## src/rtl/if_stage.sv

```systemverilog
// ---------------------------------------------------------------------------
// if_stage
//
// Instruction-fetch stage and IF/ID pipeline register for a MIPS-style core.
// Owns the PC, issues one instruction-memory request at a time, hands the
// returned word plus its PC+4 to decode, and applies branch/jump redirects
// computed in decode while preserving the architectural delay slot.
//
// Ports
//   clk         system clock, all state updates on the rising edge
//   rst         synchronous reset, active low (0 = reset)
//   stall       hazard unit: hold PC and IF/ID register
//   pcsrc       decode: conditional branch taken (wins over jump)
//   pcbranch    decode: branch target
//   jump        decode: unconditional jump
//   pcjump      decode: jump target
//   imem_req    instruction memory request
//   imem_addr   fetch address, always word aligned (equals pc)
//   imem_rdata  instruction word, valid while imem_ack=1
//   imem_ack    memory completes the request this cycle
//   id_instr    IF/ID instruction (NOP_INSTR for a bubble)
//   id_pcplus4  IF/ID PC+4 of id_instr
//   id_valid    IF/ID holds a real instruction
//   fetch_busy  request outstanding and not yet acked
//   state_dbg   current fetch FSM state (0 = FETCH, 1 = HOLD)
//
// Memory handshake: a transfer happens in any cycle where imem_req=1 and
// imem_ack=1; ack may arrive in the same cycle as req (zero wait). Once req
// is raised, imem_addr stays stable until that transfer, and at most one
// request is ever outstanding. The memory must drop any in-flight response
// when rst is asserted.
// ---------------------------------------------------------------------------
module if_stage #(
  parameter logic [31:0] RESET_PC  = 32'h0000_0000,
  parameter logic [31:0] NOP_INSTR = 32'h0000_0000
) (
  input  logic        clk,
  input  logic        rst,
  input  logic        stall,
  input  logic        pcsrc,
  input  logic [31:0] pcbranch,
  input  logic        jump,
  input  logic [31:0] pcjump,
  output logic        imem_req,
  output logic [31:0] imem_addr,
  input  logic [31:0] imem_rdata,
  input  logic        imem_ack,
  output logic [31:0] id_instr,
  output logic [31:0] id_pcplus4,
  output logic        id_valid,
  output logic        fetch_busy,
  output logic        state_dbg
);

  // FETCH: a request is on the bus.
  // HOLD : the word came back during a stall and sits in hold_buf.
  typedef enum logic {
    FETCH = 1'b0,
    HOLD  = 1'b1
  } state_t;

  localparam logic [31:0] ALIGN_MASK = 32'hFFFF_FFFC;

  state_t      state, state_nxt;
  logic [31:0] pc, pc_nxt;
  logic [31:0] id_instr_nxt;
  logic [31:0] id_pcplus4_nxt;
  logic        id_valid_nxt;
  logic        redir_pending, redir_pending_nxt;
  logic [31:0] redir_target, redir_target_nxt;
  logic [31:0] hold_buf, hold_buf_nxt;

  logic [31:0] pc_plus4;
  logic [31:0] target;
  logic        acc;
  logic        deliver;
  logic [31:0] deliver_word;

  assign pc_plus4 = pc + 32'd4;

  // pcsrc has priority; targets are forced to word alignment so pc[1:0]
  // can never become nonzero.
  assign target = (pcsrc ? pcbranch : pcjump) & ALIGN_MASK;

  // A redirect is only meaningful when the branch/jump really sits in ID
  // and decode is advancing this cycle.
  assign acc = (pcsrc | jump) & id_valid & ~stall;

  assign imem_req   = rst & (state == FETCH);
  assign imem_addr  = pc;
  assign fetch_busy = imem_req & ~imem_ack;
  assign state_dbg  = state;

  always_comb begin
    state_nxt         = state;
    pc_nxt            = pc;
    id_instr_nxt      = id_instr;
    id_pcplus4_nxt    = id_pcplus4;
    id_valid_nxt      = id_valid;
    redir_pending_nxt = redir_pending;
    redir_target_nxt  = redir_target;
    hold_buf_nxt      = hold_buf;
    deliver           = 1'b0;
    deliver_word      = hold_buf;

    case (state)
      FETCH: begin
        if (imem_ack) begin
          if (!stall) begin
            deliver      = 1'b1;
            deliver_word = imem_rdata;
          end else begin
            // Decode cannot take it yet: park the word and stop requesting
            // so nothing is refetched or lost.
            hold_buf_nxt = imem_rdata;
            state_nxt    = HOLD;
          end
        end else if (!stall) begin
          // Memory still busy: decode advances into a bubble. A branch
          // leaving ID now is remembered until its delay slot arrives.
          id_valid_nxt = 1'b0;
          id_instr_nxt = NOP_INSTR;
          if (acc) begin
            redir_pending_nxt = 1'b1;
            redir_target_nxt  = target;
          end
        end
      end
      HOLD: begin
        if (!stall) begin
          deliver      = 1'b1;
          deliver_word = hold_buf;
        end
      end
      default: begin
        state_nxt = FETCH;
      end
    endcase

    // The delivered word is the delay slot of whatever branch is in ID, so
    // a redirect only steers the fetch that follows it.
    if (deliver) begin
      id_instr_nxt      = deliver_word;
      id_pcplus4_nxt    = pc_plus4;
      id_valid_nxt      = 1'b1;
      redir_pending_nxt = 1'b0;
      state_nxt         = FETCH;
      if (acc) begin
        pc_nxt = target;
      end else if (redir_pending) begin
        pc_nxt = redir_target;
      end else begin
        pc_nxt = pc_plus4;
      end
    end
  end

  always_ff @(posedge clk) begin
    if (!rst) begin
      state         <= FETCH;
      pc            <= RESET_PC & ALIGN_MASK;
      id_instr      <= NOP_INSTR;
      id_pcplus4    <= 32'd0;
      id_valid      <= 1'b0;
      redir_pending <= 1'b0;
      redir_target  <= 32'd0;
      hold_buf      <= 32'd0;
    end else begin
      state         <= state_nxt;
      pc            <= pc_nxt;
      id_instr      <= id_instr_nxt;
      id_pcplus4    <= id_pcplus4_nxt;
      id_valid      <= id_valid_nxt;
      redir_pending <= redir_pending_nxt;
      redir_target  <= redir_target_nxt;
      hold_buf      <= hold_buf_nxt;
    end
  end

endmodule
```

## config.mk

```make
export PLATFORM = sky130hd
export DESIGN_NAME = if_stage
export DESIGN_NICKNAME = d
export VERILOG_FILES = /design/src/rtl/if_stage.sv
export SDC_FILE = /design/constraint.sdc
export NUM_CORES = 1
export LEC_CHECK = 0
export CAP_MARGIN = 5
export CORE_UTILIZATION = 48
export CTS_CLUSTER_SIZE = 24
export DETAILED_ROUTE_END_ITERATION = 10
export PLACE_DENSITY = 0.8
export SYNTH_ARGS = -nofsm -noshare
export SYNTH_HDL_FRONTEND = slang
export SYNTH_SLANG_ARGS = --single-unit
```

## constraint.sdc

```tcl
create_clock -name clk -period 2.8 [get_ports clk]
set_clock_uncertainty 0.1 [all_clocks]
set_input_delay 0.84 -clock clk [delete_from_list [all_inputs] [get_ports clk]]
set_output_delay 0.84 -clock clk [all_outputs]
set_load 0.02 [all_outputs]
```

==> results.py <==
metrics = {
    "timing": {
        "period_needed_ns": 2.72,
        "hold-worst-slack_ns": 0.352,
        "period_share_pct": 97.1,
        "finalSetupViolations": 0,
        "finalMaxSlewViolations": 0,
        "finalHoldViolCount": 0,
        "setup_ws_ns": 0.0820,
        "slew_headroom_pct": 62.8,
        "worst_pin_slew_ns": 0.558,
        "timing.fmax_mhz": 368,
        "rsz0062_at_grt": "no",
    },
    "yosys": {
        "synth_cell_types": 63,
        "synth_top_area_share_pct": 43.0,
        "synthAdderAreaFrac_pct": 0.171,
        "synth_top_family_by_area": "compound AO/OA/AOI/OAI gates",
        "yosys-top-cells-area": "dfxtp_1, mux2i_1, nand2_1",
        "synth-simple-area-share_pct": 20.0,
        "ys_async_sr_fraction_pct": 0,
        "synth_xor_area_share_pct": 2.64,
        "synthesis.area_mm2": 0.00730,
        "ys_ff_latch": 157,
        "syn_inst": 892,
        "syn_area_per_cell_um2": 8.19,
        "synth-edff-count": 0,
        "yosysTopAreaCell": "dfxtp_1",
        "synth_warnings": 0,
        "synthMuxAreaShare_pct": 8.43,
        "synth_compound_gate_area_share_pct": 20.7,
        "ys.flop_type": "dfxtp_1",
        "yosysSeqAreaShare_pct": 43.0,
    },
    "layout": {
        "layout_common_cells": "clkdlybuf4s50_1, dfxtp_1, nand2_1, nor2_1, o21ai_0",
        "layout.nets": 1182,
        "fillers": 1159,
        "n_antenna_cell": 0,
        "drive_above_1_share_pct": 10.4,
        "final_common_cell": "clkdlybuf4s50_1",
        "fin_util_pct": 69.7,
        "instances_no_fill": 1276,
        "syn2layout_area_growth_pct": 40.3,
    },
    "worst_setup_path": {
        "slowest_delay_ns": 0.49,
        "cp-end-kind": "primary output",
        "cp_slowest_cell": "clkdlybuf4s50_1",
        "crit_chain": "clkdlybuf4s50_1 > inv_2 > nor2_1 > clkdlybuf4s15_1",
        "crit_fanout": 4,
        "crit_type": "input port to primary output",
        "crit_buf_inv": 3,
        "arrival_ns": 1.78,
        "critPathTopFamily": "buffers and inverters",
        "start_kind": "input port",
        "required_ns": 1.86,
    },
    "placed_design": {
        "hpwl_um": 14800,
        "dpl.cell_count": 1244,
        "place_congestion": 0.909,
        "io_buffers": 193,
        "pre_cts_ws_ns": -0.289,
    },
    "pwr": {
        "ir_drop_mv": 0.448,
        "p_sw_uw": 1400,
        "pwr-share-comb_pct": 15.3,
        "p_int_uw": 4190,
        "pwr-share-clk_pct": 41.6,
        "switching_share_pct": 25.1,
        "power.leakage_uw": 0.00366,
        "finalPower_uw": 5590,
        "power_frac_seq_pct": 43.1,
        "power_density_mw_per_mm2": 546,
    },
    "clocking": {
        "cts_hold_buf": 0,
        "clkTransAtPathRegs_ns": 0.06,
        "clkSinkCount": 157,
        "clock_latency_ns": 0.42,
        "clockBufferDepth": 2,
        "cts_root_buffer": "clkbuf_16",
        "h-tree-depth": 4,
        "numCtsBuffers": 17,
        "cts_tree": "yes",
    },
    "drt": {
        "dr.pass1.iters": 8,
        "drt_iter0_markers": 698,
        "route.vias.total": 7248,
        "finalWirelength_um": 21100,
        "detail_route.vias_per_cell": 5.68,
        "drc": 8,
        "wl_per_cell_um": 16.5,
        "ant_nets": 0,
    },
    "die": {
        "core_area_mm2": 0.0147,
        "initial_core_util_pct": 49.7,
        "chipWidth_um": 125,
        "die_h_um": 125,
        "rows": 44,
        "io_pins": 202,
        "dieArea_mm2": 0.0157,
    },
    "status": {
        "status": "finished with violations",
        "violations": "design-rule violations",
    },
    "job": {
        "cap_viol_max_count": 0,
    },
    "global_route": {
        "grt_usage_pct": 27.1,
        "grt_max_degree": 62,
        "grt_pass1_wl_um": 34100,
        "grt_antenna_before_repair": 0,
        "grt_overflow": 0,
        "grt_pass1_vias": 6714,
    },
    "worst_hold_path": {
        "min_path_type": "register to register",
    },
}
[routing by layer]
metal	vias to the layer above	routed length [µm]	track usage, %
li1	3560	-	-
met1	3343	9460	36.4
met2	298	9630	42.4
met3	47	1430	5.78
met4	0	585	10.9
met5	-	0	0
[kinds of logic (layout without fill, tap and decap cells)]
kind of cell	Yosys count	in the layout
and+or+nand+nor	320	320
AOI/OAI and AO/OA	243	243
DFF	157	157
buffers and inverters	87	284
muxes	61	61
xor gates and xnor gates	22	22
adders and majority gates	1	1
other	1	4
[area by class of cell]
cell class                 count  area, µm²  share of cell area (%)
timing repair buffer         244       2390                    23.4
multi-input combinational    651       3840                    37.5
tap                          184        230                    2.25
clock buffer                  24        502                    4.90
clock inverter                 8        106                    1.04
inverter                       8       30.0                   0.293
sequential                   157       3140                    30.7
[Yosys cell counts, types with 11 or more instances]
cell type	number
clkbuf_1	60
a21oi_1	61
a31oi_1	11
nand2_1	137
nor2_1	82
o22ai_1	15
dfxtp_1	157
nand3_1	24
o21ai_0	73
mux2i_1	57
a211oi_1	44
nor4_1	11
nor3_1	21
xnor2_1	18
[metrics by stage]
| step | TNS (ns) | instance area, µm² |
|---|---|---|
| final | 0 | 10200 |
| after global routing | 0 | 10200 |
| after CTS | 0 | 10200 |
| after detailed placement | -1.79 | 9640 |
| after global placement | -0.882 | 9640 |
| after floorplan | 0 | 7310 |
[path summary, 6_finish.rpt]
check                                  start             to  slack [ns]  cells after the start
worst max-delay path                     rst       imem_req        0.08                      4
worst min-delay path             id_instr[7]    id_instr[7]        0.35                      2
worst max register to register  imem_addr[4]  imem_addr[26]        0.43                      5
worst min register to register   id_instr[7]    id_instr[7]        0.35                      2
[state kept, by name, indices dropped and copies added (netlist names)]
signal,cells
id_valid,1
redir_target,30
imem_addr,30
hold_buf,32
redir_pending,1
id_instr,32
id_pcplus4,30
state_dbg,1
[power by group through the flow]
stage | Combinational (µW) | Sequential [µW] | Clock [µW]
floorplan | 351 | 2520 | 0
global placement | 834 | 2450 | 0
detailed placement | 845 | 2460 | 0
CTS | 850 | 2410 | 2350
global route | 914 | 2420 | 2440
finish | 852 | 2410 | 2330
[worst register-to-register path: stages (launching register included)]
cell	delay, ns
dfxtp_1	0.49
and4_2	0.33
nand4_2	0.28
nor4_1	0.53
o21ai_0	0.15
a2111oi_1	0.38
[what timing repair did]
| action | 4_1_cts | 5_1_grt |
|---|---|---|
| setup buffers | 0 | 0 |
| setup endpoints to repair | 2 | 2 |
| gates resized for setup | 3 | 3 |
(Power assumes the default switching activity.)
